`src/rtl/uart_tx_mmio.sv`:
```
// uart_tx_mmio: memory-mapped 8N1 UART transmitter with a byte FIFO.
//
// Register map (word offsets from BASE_ADDRESS):
//   +0 DATA    W: lane0 pushes a byte into the FIFO.     R: 0
//   +4 STATUS  R: [0] full [1] empty [2] busy [3] overflow (sticky)
//                 [4] irq_enable [15:8] FIFO count
//              W (lane0): bit3=1 clears overflow, bit4 -> irq_enable
//   +8 DIVISOR R/W: 16-bit clk24 cycles per bit (lanes 0/1), 0 acts as 1
//
// Ports:
//   clk24                  core clock, rising edge
//   reset                  synchronous, active high
//   memory_address         byte address of the current bus access
//   memory_write_value     lane-shifted write data
//   memory_write_sections  byte-lane write enables (0 = no write)
//   read_value             registered read data for last cycle's address
//   read_selected          registered: last cycle's address hit this block
//   tx                     serial output, idle high
//   irq                    level interrupt: enabled, FIFO empty and idle
module uart_tx_mmio #(
  parameter logic [31:0] BASE_ADDRESS    = 32'h80000018,
  parameter int          FIFO_DEPTH      = 16,
  parameter logic [15:0] DEFAULT_DIVISOR = 16'd208
) (
  input  logic        clk24,
  input  logic        reset,
  input  logic [31:0] memory_address,
  input  logic [31:0] memory_write_value,
  input  logic [3:0]  memory_write_sections,
  output logic [31:0] read_value,
  output logic        read_selected,
  output logic        tx,
  output logic        irq
);
  localparam int AW = (FIFO_DEPTH > 1) ? $clog2(FIFO_DEPTH) : 1;
  localparam int CW = AW + 1;

  typedef enum logic [1:0] {S_IDLE, S_START, S_DATA, S_STOP} state_t;

  // ---------------- address decode ----------------
  logic [29:0] w_word;
  logic        w_hit_data, w_hit_stat, w_hit_div, w_hit_any;
  logic        w_unused;

  assign w_word     = memory_address[31:2];
  assign w_hit_data = (w_word == BASE_ADDRESS[31:2]);
  assign w_hit_stat = (w_word == BASE_ADDRESS[31:2] + 30'd1);
  assign w_hit_div  = (w_word == BASE_ADDRESS[31:2] + 30'd2);
  assign w_hit_any  = w_hit_data | w_hit_stat | w_hit_div;
  assign w_unused   = &{1'b0, memory_address[1:0], memory_write_value[31:16],
                        memory_write_sections[3:2]};

  // ---------------- registers ----------------
  logic [7:0]    r_mem [FIFO_DEPTH];
  logic [AW-1:0] r_wr_ptr, r_rd_ptr;
  logic [CW-1:0] r_count;
  logic          r_ovf, r_irq_en;
  logic [15:0]   r_div;

  state_t        r_state, w_state_nxt;
  logic [15:0]   r_baud, w_baud_nxt;
  logic [2:0]    r_bit, w_bit_nxt;
  logic [7:0]    r_shift, w_shift_nxt;
  logic [15:0]   r_divl, w_divl_nxt;
  logic          w_tx_nxt, w_pop;

  logic          r_tx, r_irq, r_read_sel;
  logic [31:0]   r_read_value, w_rd_data;

  // ---------------- FIFO control ----------------
  logic        w_full, w_empty, w_busy;
  logic        w_push_req, w_push_ok, w_drop, w_stat_wr;
  logic [15:0] w_div_eff;
  logic        w_baud_end;
  logic [8:0]  w_cnt9;

  assign w_full     = (r_count == CW'(FIFO_DEPTH));
  assign w_empty    = (r_count == '0);
  assign w_busy     = (r_state != S_IDLE);
  assign w_push_req = w_hit_data & memory_write_sections[0];
  // A full FIFO still accepts a byte when the head leaves in the same cycle.
  assign w_push_ok  = w_push_req & (~w_full | w_pop);
  assign w_drop     = w_push_req & ~w_push_ok;
  assign w_stat_wr  = w_hit_stat & memory_write_sections[0];
  assign w_div_eff  = (r_div == 16'd0) ? 16'd1 : r_div;
  assign w_baud_end = (r_baud == r_divl - 16'd1);
  assign w_cnt9     = 9'(r_count);

  // Storage has no reset: emptiness is tracked by r_count alone.
  always_ff @(posedge clk24) begin
    if (!reset && w_push_ok) r_mem[r_wr_ptr] <= memory_write_value[7:0];
  end

  always_ff @(posedge clk24) begin
    if (reset) begin
      r_wr_ptr <= '0;
      r_rd_ptr <= '0;
      r_count  <= '0;
      r_ovf    <= 1'b0;
      r_irq_en <= 1'b0;
      r_div    <= DEFAULT_DIVISOR;
    end else begin
      if (w_push_ok) r_wr_ptr <= r_wr_ptr + AW'(1);
      if (w_pop)     r_rd_ptr <= r_rd_ptr + AW'(1);
      case ({w_push_ok, w_pop})
        2'b10:   r_count <= r_count + CW'(1);
        2'b01:   r_count <= r_count - CW'(1);
        default: r_count <= r_count;
      endcase
      if (w_drop) r_ovf <= 1'b1;
      else if (w_stat_wr && memory_write_value[3]) r_ovf <= 1'b0;
      if (w_stat_wr) r_irq_en <= memory_write_value[4];
      if (w_hit_div && memory_write_sections[0]) r_div[7:0]  <= memory_write_value[7:0];
      if (w_hit_div && memory_write_sections[1]) r_div[15:8] <= memory_write_value[15:8];
    end
  end

  // ---------------- TX FSM ----------------
  always_ff @(posedge clk24) begin
    if (reset) begin
      r_state <= S_IDLE;
      r_baud  <= '0;
      r_bit   <= '0;
      r_shift <= '0;
      r_divl  <= 16'd1;
    end else begin
      r_state <= w_state_nxt;
      r_baud  <= w_baud_nxt;
      r_bit   <= w_bit_nxt;
      r_shift <= w_shift_nxt;
      r_divl  <= w_divl_nxt;
    end
  end

  // w_tx_nxt follows the current state; registering it puts the line one
  // cycle behind the FSM, so the start bit appears two cycles after a push.
  always_comb begin
    w_state_nxt = r_state;
    w_baud_nxt  = r_baud;
    w_bit_nxt   = r_bit;
    w_shift_nxt = r_shift;
    w_divl_nxt  = r_divl;
    w_pop       = 1'b0;
    w_tx_nxt    = 1'b1;
    case (r_state)
      S_IDLE: begin
        if (!w_empty) begin
          w_pop       = 1'b1;
          w_shift_nxt = r_mem[r_rd_ptr];
          w_divl_nxt  = w_div_eff;   // divisor frozen for the whole frame
          w_baud_nxt  = '0;
          w_state_nxt = S_START;
        end
      end
      S_START: begin
        w_tx_nxt = 1'b0;
        if (w_baud_end) begin
          w_baud_nxt  = '0;
          w_bit_nxt   = '0;
          w_state_nxt = S_DATA;
        end else begin
          w_baud_nxt = r_baud + 16'd1;
        end
      end
      S_DATA: begin
        w_tx_nxt = r_shift[0];
        if (w_baud_end) begin
          w_baud_nxt  = '0;
          w_shift_nxt = {1'b0, r_shift[7:1]};
          if (r_bit == 3'd7) w_state_nxt = S_STOP;
          else               w_bit_nxt   = r_bit + 3'd1;
        end else begin
          w_baud_nxt = r_baud + 16'd1;
        end
      end
      S_STOP: begin
        w_tx_nxt = 1'b1;
        if (w_baud_end) begin
          w_baud_nxt  = '0;
          w_state_nxt = S_IDLE;
        end else begin
          w_baud_nxt = r_baud + 16'd1;
        end
      end
      default: w_state_nxt = S_IDLE;
    endcase
  end

  // ---------------- read path and outputs ----------------
  always_comb begin
    w_rd_data = '0;
    if (w_hit_stat)
      w_rd_data = {16'd0, w_cnt9[7:0], 3'd0, r_irq_en, r_ovf, w_busy, w_empty, w_full};
    else if (w_hit_div)
      w_rd_data = {16'd0, r_div};
  end

  always_ff @(posedge clk24) begin
    if (reset) begin
      r_read_value <= '0;
      r_read_sel   <= 1'b0;
      r_tx         <= 1'b1;
      r_irq        <= 1'b0;
    end else begin
      r_read_value <= w_rd_data;
      r_read_sel   <= w_hit_any;
      r_tx         <= w_tx_nxt;
      r_irq        <= r_irq_en & w_empty & ~w_busy;
    end
  end

  assign read_value    = r_read_value;
  assign read_selected = r_read_sel;
  assign tx            = r_tx;
  assign irq           = r_irq;

endmodule
```
`config.mk`:
```
export PLATFORM = sky130hd
export DESIGN_NAME = uart_tx_mmio
export DESIGN_NICKNAME = d
export VERILOG_FILES = /design/src/rtl/uart_tx_mmio.sv
export SDC_FILE = /design/constraint.sdc
export NUM_CORES = 1
export LEC_CHECK = 0
export ABC_CLOCK_PERIOD_IN_PS = 7450
export CORE_MARGIN = 1
export CORE_UTILIZATION = 61
export DETAILED_ROUTE_END_ITERATION = 8
export MAX_ROUTING_LAYER = met4
export PLACE_DENSITY = 0.9
export SLEW_MARGIN = 10
export SYNTH_ARGS = -nofsm -noshare
export SYNTH_HDL_FRONTEND = slang
export SYNTH_SLANG_ARGS = --single-unit
export TNS_END_PERCENT = 10
```
`constraint.sdc`:
```
create_clock -name clk24 -period 7.45 [get_ports clk24]
set_input_delay 1.49 -clock clk24 [delete_from_list [all_inputs] [get_ports clk24]]
set_output_delay 1.49 -clock clk24 [all_outputs]
set_load 0.02 [all_outputs]
```
==> run summary <==
### Hold path
* hold path cells: 2
* Tightest Hold Check Type: reg2reg

### STA
* number of pins with negative max-slew slack in the final report: 0
* final hold violation count: 0
* Setup TNS: 0 ps
* Tmin final: 5250 ps
* worst clock skew: 17.2 ps
* ratio of final minimum period to clock period: 70.5%
* fmax: 191 MHz
* final setup violation count: 0
* Worst Max-Slew Pin Slew: 965 ps
* relative max-transition margin: 35.4%
* setup repair after global routing missed its margin: no

### Power and ir drop
* Static Leakage: 3.89 nW
* power density cells: 316 nW/µm²
* peak supply drop: 0.204 mV

### Route
* post-route antenna net violation count: 0
* average vias per placed instance: 6.31
* DRC: 0
* first-pass iteration count of the detailed router: 5
* final wirelength: 22.8 mm
* wire length per cell: 21.8 µm
* initial detailed-routing violation count: 617
* vias after detailed routing: 6,608

### CTS
* post_cts resized: 0
* TritonCTS sink count: 227
* number of H-tree levels: 1
* clock-pin slew on the worst setup and hold paths: 60 ps
* Root Driver: clkbuf_16
* insertion delay of the later-clocked pin in the worst-skew pair: 530 ps
* Post-CTS Hold Fix Bufs: 0
* clock tree from TritonCTS: done
* maximum buffer depth of the clock tree: 3
* total clock buffers created by CTS: 23
* total setup buffers inserted after CTS: 0

### Logic synthesis
* leading cell types by total area after synthesis: edfxtp_1, dfxtp_1, mux4_2
* register bit count reported by yosys: 227
* predominant post-synthesis flop cell: edfxtp_1
* area fraction of the dominant cell type after synthesis: 38.7%
* Synth cell types: 77
* sequential element share of the synthesized area: 58.7%
* count of flip-flops with a built-in enable after synthesis: 128
* cell taking the most area after synthesis: edfxtp_1
* post-synthesis area per instance: 13.1 µm²
* gate count after technology mapping: 756
* Post-Syn Area: 9920 µm²
* number of synthesis warnings: 0
* Async S/R FF share, synth: 0%

### Floorplan
* area enclosed by the die boundary: 16,800 µm²
* placement row count: 46
* height of the chip: 130 µm
* x dimension of the die: 130 µm
* standard cell core area: 15,900 µm²
* Starting Density: 62.5%
* Top Ports: 105

### Global routing
* total track usage: 29.4%
* largest net degree at the start of global routing: 66
* number of global-route vias before repair: 6,349
* initial antenna violation count: 0
* global-route congestion overflow total: 0
* wire length of the first global-routing pass: 35.5 mm

### Placed design
* hpwl dp: 14.0 mm
* GPL Wtd Cong: 0.852
* post-detailed-placement cell area: 10,600 µm²
* Port Buf Inserts: 68

### Status
* run status: finished, final reports clean

### Critical path
* category of cells accounting for the largest share of critical-path delay: simple AND/OR/NAND/NOR gates
* peak per-stage delay on the critical path: 790 ps
* maximum fanout along the worst path: 10
* CP Buf/Inv Count: 1
* type of origin of the critical path: input port
* CP Data Required Time: 7590 ps
* kind of end point of the critical path: flop
* arrival time at the worst endpoint: 5390 ps
* cell count along the critical path: 7
* number of cells on the worst reg-to-reg path: 13
* Most Frequent Cell on Critical Path: nor4_1
* crit path cell chain: clkdlybuf4s50_1, nor4_1, nand4_1, nor4_1, nor3b_2, or3b_2, nor2_1
* kind of critical path: in2reg
* Worst path slowest cell: nor3b_2

### Run
* max-cap violation count: 0

### Final layout
* Non-Filler Cell Area, Final: 11,300 µm²
* number of nets in the final layout: 903
* Ant. Diodes: 0
* filler instances: 1,009
* share of final-layout standard cells stronger than drive strength 1: 12.8%
* area overhead of the layout relative to synthesis: 14.2%

## flip-flops by register name, summed over array words and instances (netlist names), named ones only
signal / flops
r_mem: 128
r_baud: 16
r_div: 16
r_divl: 16
read_value: 16
r_shift: 8
r_count: 5
r_rd_ptr: 4
r_wr_ptr: 4
r_bit: 3
r_state: 2
irq: 1
r_irq_en: 1
r_ovf: 1
read_selected: 1
tx: 1
## synth_stat cells, types with 3 or more instances
library cell  instances
or2b_1                5
o21ai_0               6
nand2b_1             11
inv_1                14
nor2b_1               5
a21oi_1              48
a31oi_1              14
mux2i_1              29
nor2_1               61
nand2_1              58
nor4_1               16
mux4_2               38
buf_1                 6
buf_6                 4
nor3_1               10
and2_1                4
xnor2_1              22
dfxtp_1              99
a21oi_2               3
nand3_1               7
edfxtp_1            128
clkbuf_8              3
nand4_1               9
and3_1               17
a21o_1                3
clkbuf_1             17
nand3b_1              5
buf_4                19
a22o_1                7
ha_1                 17
xor2_1               10
a311oi_1              6
## cell type report
| cell class | count | area, µm² | share of cell area (%) |
|---|---|---|---|
| inverter | 15 | 57.6 | 0.508 |
| timing repair buffer | 73 | 713 | 6.29 |
| sequential | 227 | 5830 | 51.4 |
| clock inverter | 14 | 135 | 1.19 |
| clock buffer | 27 | 591 | 5.21 |
| tap | 216 | 270 | 2.38 |
| multi-input combinational | 475 | 3740 | 33.0 |
## metal layers
layer | vias to the layer above | routed length (µm) | global-route usage [%]
li1 | 2919 | - | -
met1 | 3188 | 8460 | 36.6
met2 | 404 | 11500 | 48.5
met3 | 97 | 1800 | 4.38
met4 | 0 | 1080 | 12.2
met5 | - | 0 | -
## cell usage in the layout, fill, tap and decap left out, types with 3 or more instances in the layout
cell,synthesis,routed
buf_4,19,5
nor2_1,61,61
or2b_1,5,5
nand3b_1,5,5
conb_1,1,16
nand2b_1,11,11
clkbuf_16,0,23
clkinv_2,0,4
edfxtp_1,128,128
nand2_1,58,58
mux4_2,38,38
nand3_1,7,7
clkdlybuf4s50_1,0,67
clkbuf_1,17,4
xor2_1,10,10
a21oi_1,48,48
a21oi_2,3,3
dfxtp_1,99,97
ha_1,17,17
xnor2_1,22,22
inv_1,14,14
a22o_1,7,7
clkinv_1,0,5
a311oi_1,6,6
a21o_1,3,3
nor3_1,10,10
and2_1,4,4
o21ai_0,6,6
mux2i_1,29,29
and3_1,17,17
a31oi_1,14,14
nor2b_1,5,5
nor4_1,16,15
nand4_1,9,9
## logic make-up after synthesis
logic type | share of synthesized area (%)
AND/OR/NAND/NOR | 12.3
flip-flops | 58.7
AO/OA/AOI/OAI | 7.29
multiplexers | 12.2
buffers and inverters | 4.31
XOR/XNOR | 2.82
adder cells (fa/ha/maj) | 2.35
other | 0.0378
## tightest hold or removal path, stage by stage, from the launching register on
cell and delay [ps]:
dfxtp_1 320, nand2_1 50, a21oi_1 50
## where the power goes
part / switching, W / internal (W)
Sequential: 0.0000879 / 0.00138
Combinational: 0.000554 / 0.000434
Clock: 0.000481 / 0.000641
Total: 0.00112 / 0.00246
## stage by stage
step                      power [W]  util (%)  instances  worst slack (ps)  hold WS [ps]
after floorplan             0.00227         -        771              3230           447
after global placement      0.00242      66.7       1006              2190           456
after detailed placement    0.00245      66.7       1006              2020           464
after CTS                   0.00358      71.3       1047              2400           472
after global routing        0.00373      71.4       1047              1990           499
final                       0.00358      71.4       1047              2200           472
## final timing paths
path                      startpoint     endpoint  slack [ps]
hold / removal            r_divl[15]   r_divl[15]         470
hold reg to reg           r_divl[15]   r_divl[15]         470
setup reg to reg          r_count[0]   r_count[4]        3520
setup / recovery  memory_address[13]  r_mem[2][0]        2200
Power figures use the tool's default switching activity.
